--- src/rtl/ibex_rf_wport_arbiter.sv ---
// Register-file write-port arbiter.
// The pipeline writeback (P) has priority over a secondary long-latency
// requester (S). S writes that cannot go straight to the write port are
// held in a small in-order FIFO and drained into idle write-port cycles.
// A pending bitmap of buffered destinations lets ID detect read hazards.
// Optional build macro: IBEX_RF_ARB_FAIRNESS_EN (adds a starvation counter
// that forces a head drain after StarveLimit waiting cycles).
module ibex_rf_wport_arbiter #(
  parameter int unsigned DataWidth   = 32,
  parameter bit          RV32E       = 1'b0,
  parameter int unsigned FifoDepth   = 2,
  parameter int unsigned StarveLimit = 4,
  localparam int unsigned NumWords   = RV32E ? 16 : 32
) (
  input  logic                 clk_i,
  input  logic                 rst_ni,
  input  logic                 p_we_i,
  input  logic [4:0]           p_waddr_i,
  input  logic [DataWidth-1:0] p_wdata_i,
  output logic                 p_ready_o,
  input  logic                 s_valid_i,
  input  logic [4:0]           s_waddr_i,
  input  logic [DataWidth-1:0] s_wdata_i,
  output logic                 s_ready_o,
  input  logic [4:0]           raddr_a_i,
  input  logic [4:0]           raddr_b_i,
  output logic                 hazard_a_o,
  output logic                 hazard_b_o,
  output logic [NumWords-1:0]  pending_o,
  output logic                 rf_we_o,
  output logic [4:0]           rf_waddr_o,
  output logic [DataWidth-1:0] rf_wdata_o
);

  localparam int unsigned AW   = RV32E ? 4 : 5;
  localparam int unsigned PtrW = (FifoDepth > 1) ? $clog2(FifoDepth) : 1;

  logic [4:0]           addr_q [FifoDepth];
  logic [DataWidth-1:0] data_q [FifoDepth];
  logic [FifoDepth-1:0] valid_q;
  logic [PtrW-1:0]      wr_ptr_q, rd_ptr_q;

  logic                 fifo_empty, fifo_full;
  logic                 p_hazard, force_drain, s_is_x0;
  logic                 deq, enq, s_bypass;
  logic [4:0]           head_addr;
  logic [DataWidth-1:0] head_data;

  assign fifo_empty = (valid_q == '0);
  assign fifo_full  = &valid_q;
  assign head_addr  = addr_q[rd_ptr_q];
  assign head_data  = data_q[rd_ptr_q];
  assign s_is_x0    = (s_waddr_i[AW-1:0] == '0);
  assign s_ready_o  = ~fifo_full;

  // Pending bitmap: OR of the one-hot destinations of every valid entry.
  always_comb begin
    pending_o = '0;
    for (int i = 0; i < FifoDepth; i++) begin
      if (valid_q[i]) pending_o[addr_q[i][AW-1:0]] = 1'b1;
    end
  end

  assign hazard_a_o = pending_o[raddr_a_i[AW-1:0]] & (raddr_a_i[AW-1:0] != '0);
  assign hazard_b_o = pending_o[raddr_b_i[AW-1:0]] & (raddr_b_i[AW-1:0] != '0);
  assign p_hazard   = p_we_i & pending_o[p_waddr_i[AW-1:0]];

`ifdef IBEX_RF_ARB_FAIRNESS_EN
  localparam int unsigned CntW = $clog2(StarveLimit + 1);
  logic [CntW-1:0] starve_q;

  assign force_drain = ~fifo_empty & (starve_q == CntW'(StarveLimit));

  // Count cycles the head waits; saturate at the limit, clear on drain/empty.
  always_ff @(posedge clk_i or negedge rst_ni) begin
    if (!rst_ni) begin
      starve_q <= '0;
    end else if (fifo_empty || deq) begin
      starve_q <= '0;
    end else if (starve_q != CntW'(StarveLimit)) begin
      starve_q <= starve_q + 1'b1;
    end
  end
`else
  assign force_drain = 1'b0;
`endif

  // Write-port grant: hazard/forced drain, then P, then FIFO head, then S bypass.
  always_comb begin
    rf_we_o    = 1'b0;
    rf_waddr_o = '0;
    rf_wdata_o = '0;
    p_ready_o  = 1'b1;
    deq        = 1'b0;
    s_bypass   = 1'b0;
    if (p_we_i && (p_hazard || force_drain)) begin
      // Older buffered write must land first; hold P until its bit clears.
      p_ready_o  = 1'b0;
      deq        = 1'b1;
      rf_we_o    = 1'b1;
      rf_waddr_o = head_addr;
      rf_wdata_o = head_data;
    end else if (p_we_i) begin
      rf_we_o    = 1'b1;
      rf_waddr_o = p_waddr_i;
      rf_wdata_o = p_wdata_i;
    end else if (!fifo_empty) begin
      deq        = 1'b1;
      rf_we_o    = 1'b1;
      rf_waddr_o = head_addr;
      rf_wdata_o = head_data;
    end else if (s_valid_i && !s_is_x0) begin
      s_bypass   = 1'b1;
      rf_we_o    = 1'b1;
      rf_waddr_o = s_waddr_i;
      rf_wdata_o = s_wdata_i;
    end
  end

  // x0 writes are accepted and dropped; a full FIFO never passes S through.
  assign enq = s_valid_i & ~fifo_full & ~s_bypass & ~s_is_x0;

  // FIFO storage, valid bits and wrapping pointers.
  always_ff @(posedge clk_i or negedge rst_ni) begin
    if (!rst_ni) begin
      valid_q  <= '0;
      wr_ptr_q <= '0;
      rd_ptr_q <= '0;
      for (int i = 0; i < FifoDepth; i++) begin
        addr_q[i] <= '0;
        data_q[i] <= '0;
      end
    end else begin
      if (enq) begin
        addr_q[wr_ptr_q]  <= s_waddr_i;
        data_q[wr_ptr_q]  <= s_wdata_i;
        valid_q[wr_ptr_q] <= 1'b1;
        wr_ptr_q <= (wr_ptr_q == PtrW'(FifoDepth - 1)) ? '0 : wr_ptr_q + 1'b1;
      end
      if (deq) begin
        valid_q[rd_ptr_q] <= 1'b0;
        rd_ptr_q <= (rd_ptr_q == PtrW'(FifoDepth - 1)) ? '0 : rd_ptr_q + 1'b1;
      end
    end
  end

endmodule

--- config.mk ---
export PLATFORM = sky130hd
export DESIGN_NAME = ibex_rf_wport_arbiter
export DESIGN_NICKNAME = d
export VERILOG_FILES = /design/src/rtl/ibex_rf_wport_arbiter.sv
export SDC_FILE = /design/constraint.sdc
export NUM_CORES = 1
export LEC_CHECK = 0
export CORE_MARGIN = 3
export CORE_UTILIZATION = 54
export DETAILED_ROUTE_END_ITERATION = 16
export PLACE_DENSITY = 0.88
export SYNTH_ARGS = -nofsm -noshare
export SYNTH_HDL_FRONTEND = slang
export SYNTH_SLANG_ARGS = --single-unit
--- constraint.sdc ---
create_clock -name clk_i -period 9.2 [get_ports clk_i]
set_input_delay 2.3 -clock clk_i [delete_from_list [all_inputs] [get_ports clk_i]]
set_output_delay 2.3 -clock clk_i [all_outputs]
set_load 0.005 [all_outputs]
==> impl_metrics.env <==
export IMPL_grt_start_max_net_pins=79
export IMPL_crit_chain="clkdlybuf4s50_1, nand2b_1, nor3_1, a32oi_1, nand4_1, nor4_2, nor3_4, inv_2, o221ai_2, clkdlybuf4s50_1"
export IMPL_ctsLongestPathBuffers=2
export IMPL_slowest_delay_ns=0.77
export IMPL_port_buffers=161
export IMPL_status="complete, no violations"
export IMPL_post_route_drc_count=0
export IMPL_clock_sinks=78
export IMPL_p_sw_mw=0.935
export IMPL_hold_path_class="register to register"
export IMPL_fp_dieW_um=112
export IMPL_yosysWarnings=0
export IMPL_internal_power_mw=1.42
export IMPL_post_cts_buffers=0
export IMPL_syn_inst=606
export IMPL_drive_gt1_share_pct=22.7
export IMPL_setup_viol=0
export IMPL_cts_hold_fix_buffers=0
export IMPL_worst_clock_skew_ns=0.00924
export IMPL_grt_pass1_wl_um=31600
export IMPL_synth_distinct_cells=54
export IMPL_core_area_um2=10900
export IMPL_synthArstFlopShare_pct=100
export IMPL_path_max_fanout=31
export IMPL_period_needed_ns=8.24
export IMPL_overflow=0
export IMPL_synth_seq_area_share_pct=32.0
export IMPL_worstMarginPinSlew_ns=1.16
export IMPL_track_usage_pct=31.1
export IMPL_die_y_um=112
export IMPL_leakagePower_nw=2.97
export IMPL_grt_pass1_vias=6010
export IMPL_postPlaceCellArea_um2=7680
export IMPL_avgViaCountPerCell=6.62
export IMPL_critPathLaunchType="primary input"
export IMPL_ios=162
export IMPL_postLayoutCellArea_um2=7990
export IMPL_path_class="primary input to output pin"
export IMPL_hpwlAfterDp_um=13600
export IMPL_synth_edff_count=0
export IMPL_gp_congestion=1.00
export IMPL_slowest_stage="clkdlybuf4s50_1"
export IMPL_ant_nets=0
export IMPL_slew_viol_final=0
export IMPL_syn2layout_area_growth_pct=30.9
export IMPL_syn_area_per_cell_um2=10.1
export IMPL_crit_top_cell="clkdlybuf4s50_1"
export IMPL_peakVddDrop_mv=0.166
export IMPL_max_freq_mhz=121
export IMPL_antenna_found_initial=0
export IMPL_final_period_utilization_pct=89.5
export IMPL_power_frac_comb_pct=55.1
export IMPL_rsz0062_at_grt="no"
export IMPL_end_kind="output pin"
export IMPL_drtIter0Drc=470
export IMPL_ys_ff_latch=78
export IMPL_finalHoldViolations=0
export IMPL_worstPathArrival_ns=5.94
export IMPL_cts_tree="yes"
export IMPL_cts_max_level=3
export IMPL_cap_viol_max_count=0
export IMPL_rows=38
export IMPL_numCtsBuffers=9
export IMPL_netlist_area_um2=6100
export IMPL_clkPwrFrac_pct=15.5
export IMPL_start_util_pct=55.8
export IMPL_cts_resized=0
export IMPL_clkTransAtPathRegs_ns=0.05
export IMPL_dieArea_um2=12600
export IMPL_synthesis_nets=694
export IMPL_final_nets=810
export IMPL_nFillCells=781
export IMPL_critPathRequiredTime_ns=6.90
export IMPL_wl_per_cell_um=22.3
export IMPL_relSlewSlack_pct=22.6
export IMPL_seqPwrFrac_pct=29.4
export IMPL_clk_latency_ns=0.33
export IMPL_tns_ns=0
export IMPL_ys_flop_type="dfrtp_1"
export IMPL_switching_share_pct=39.7
export IMPL_vias=5737
export IMPL_cts_root_buffer="clkbuf_16"
export IMPL_power_density_nw_per_um2=295
export IMPL_first_pass_iters=5
export IMPL_routed_wirelength_um=19300
export IMPL_n_antenna_cell=0
export IMPL_finalPower_mw=2.35
## cell usage in the layout (no fill, tap or decap), types with 3 or more instances in the layout
cell | synthesis | final
inv_1 | 9 | 9
a311oi_1 | 7 | 7
nand4_1 | 4 | 4
nor2_1 | 23 | 19
mux2i_1 | 43 | 43
nand3_1 | 34 | 34
clkdlybuf4s50_1 | 0 | 160
o22ai_2 | 9 | 9
clkbuf_16 | 0 | 9
a31oi_1 | 4 | 4
nand4b_1 | 6 | 6
dfrtp_1 | 78 | 77
nor3_1 | 6 | 6
clkbuf_8 | 0 | 3
a211oi_1 | 10 | 10
a22oi_1 | 3 | 3
mux2_2 | 76 | 76
nand4bb_1 | 4 | 4
o21ai_0 | 35 | 35
buf_4 | 1 | 7
mux4_2 | 16 | 16
nor2_4 | 0 | 4
o221ai_1 | 3 | 3
nand2b_1 | 5 | 5
o22ai_1 | 26 | 26
nand2_1 | 76 | 76
o221ai_2 | 29 | 29
## final timing paths
| kind | slack, ns | depth (start not counted) | to | from |
|---|---|---|---|---|
| hold reg to reg | 0.51 | 1 | data_q[42] | data_q[42] |
| hold / removal | 0.51 | 1 | data_q[42] | data_q[42] |
| setup / recovery | 0.96 | 10 | rf_wdata_o[22] | p_waddr_i[0] |
| min in group asynchronous | 2.13 | 1 | data_q[17] | rst_ni |
| max in group asynchronous | 6.40 | 1 | rd_ptr_q | rst_ni |
| setup reg to reg | 6.16 | 6 | data_q[39] | valid_q[1] |
## critical path: cells and delay by family
family,cells,cell delay [ns]
buf+inv,3,1.96
simple gates,5,1.24
compound gates,2,0.39
## Yosys cell counts (4+ instances only)
| master | number | area, um^2 |
|---|---|---|
| a211oi_1 | 10 | 75.1 |
| a311oi_1 | 7 | 61.3 |
| a31oi_1 | 4 | 25.0 |
| buf_1 | 8 | 30.0 |
| buf_2 | 14 | 70.1 |
| buf_6 | 4 | 45.0 |
| clkbuf_1 | 35 | 131 |
| dfrtp_1 | 78 | 1950 |
| inv_1 | 9 | 33.8 |
| mux2_2 | 76 | 856 |
| mux2i_1 | 43 | 430 |
| mux4_2 | 16 | 360 |
| nand2_1 | 76 | 285 |
| nand2b_1 | 5 | 31.3 |
| nand3_1 | 34 | 170 |
| nand4_1 | 4 | 25.0 |
| nand4b_1 | 6 | 52.6 |
| nand4bb_1 | 4 | 45.0 |
| nor2_1 | 23 | 86.3 |
| nor3_1 | 6 | 30.0 |
| o21ai_0 | 35 | 175 |
| o221ai_2 | 29 | 435 |
| o22ai_1 | 26 | 163 |
| o22ai_2 | 9 | 113 |
## through the flow
| stage | worst slack (ns) | util (%) | hold WS [ns] | instances |
|---|---|---|---|---|
| after global placement | 1.02 | 70.2 | 0.488 | 851 |
| after global routing | 0.733 | 73.0 | 0.524 | 866 |
| after CTS | 0.947 | 73.0 | 0.507 | 866 |
| after floorplan | 2.84 | - | 0.468 | 606 |
| after detailed placement | 0.971 | 70.2 | 0.495 | 851 |
| final | 0.963 | 73.0 | 0.506 | 866 |
## sequential cells by signal, indices dropped and copies added (netlist names)
name,count
rd_ptr_q,1
addr_q,10
data_q,64
wr_ptr_q,1
valid_q,2
## power by group through the flow
stage / clock network, mW / logic [mW] / registers, mW
3_5_place_dp: 0 / 1.27 / 0.690
3_3_place_gp: 0 / 1.24 / 0.666
6_report: 0.365 / 1.30 / 0.693
4_1_cts: 0.366 / 1.29 / 0.691
2_1_floorplan: 0 / 0.920 / 0.592
5_1_grt: 0.383 / 1.40 / 0.719
## routing by layer
metal	vias up	wire length, um	track usage [%]
met4	0	749	14.5
met1	2796	7690	39.7
met2	325	9300	51.8
li1	2561	-	-
met5	-	0	0
met3	55	1540	5.07
## kinds of logic (layout without fill, tap and decap cells)
logic type             count (synthesis)  in the layout  synth area share [%]
AND/OR/NAND/NOR                      177            177                  15.3
AO/OA/AOI/OAI                        142            142                  20.2
multiplexers                         135            135                  27.0
flip-flops                            78             78                  32.0
buffers and inverters                 72            192                  5.27
XOR/XNOR                               2              2                 0.287
## cell type report
cell class	count	area [um^2]	share of cell area, %
inverters	10	37.5	0.470
clock buffers	13	270	3.38
multi-input cells	456	3860	48.3
flip-flops and latches	78	1950	24.5
clock inverters	2	38.8	0.486
repair buffers	167	1650	20.7
well taps	140	175	2.19
Power figures use the tool's default switching activity.
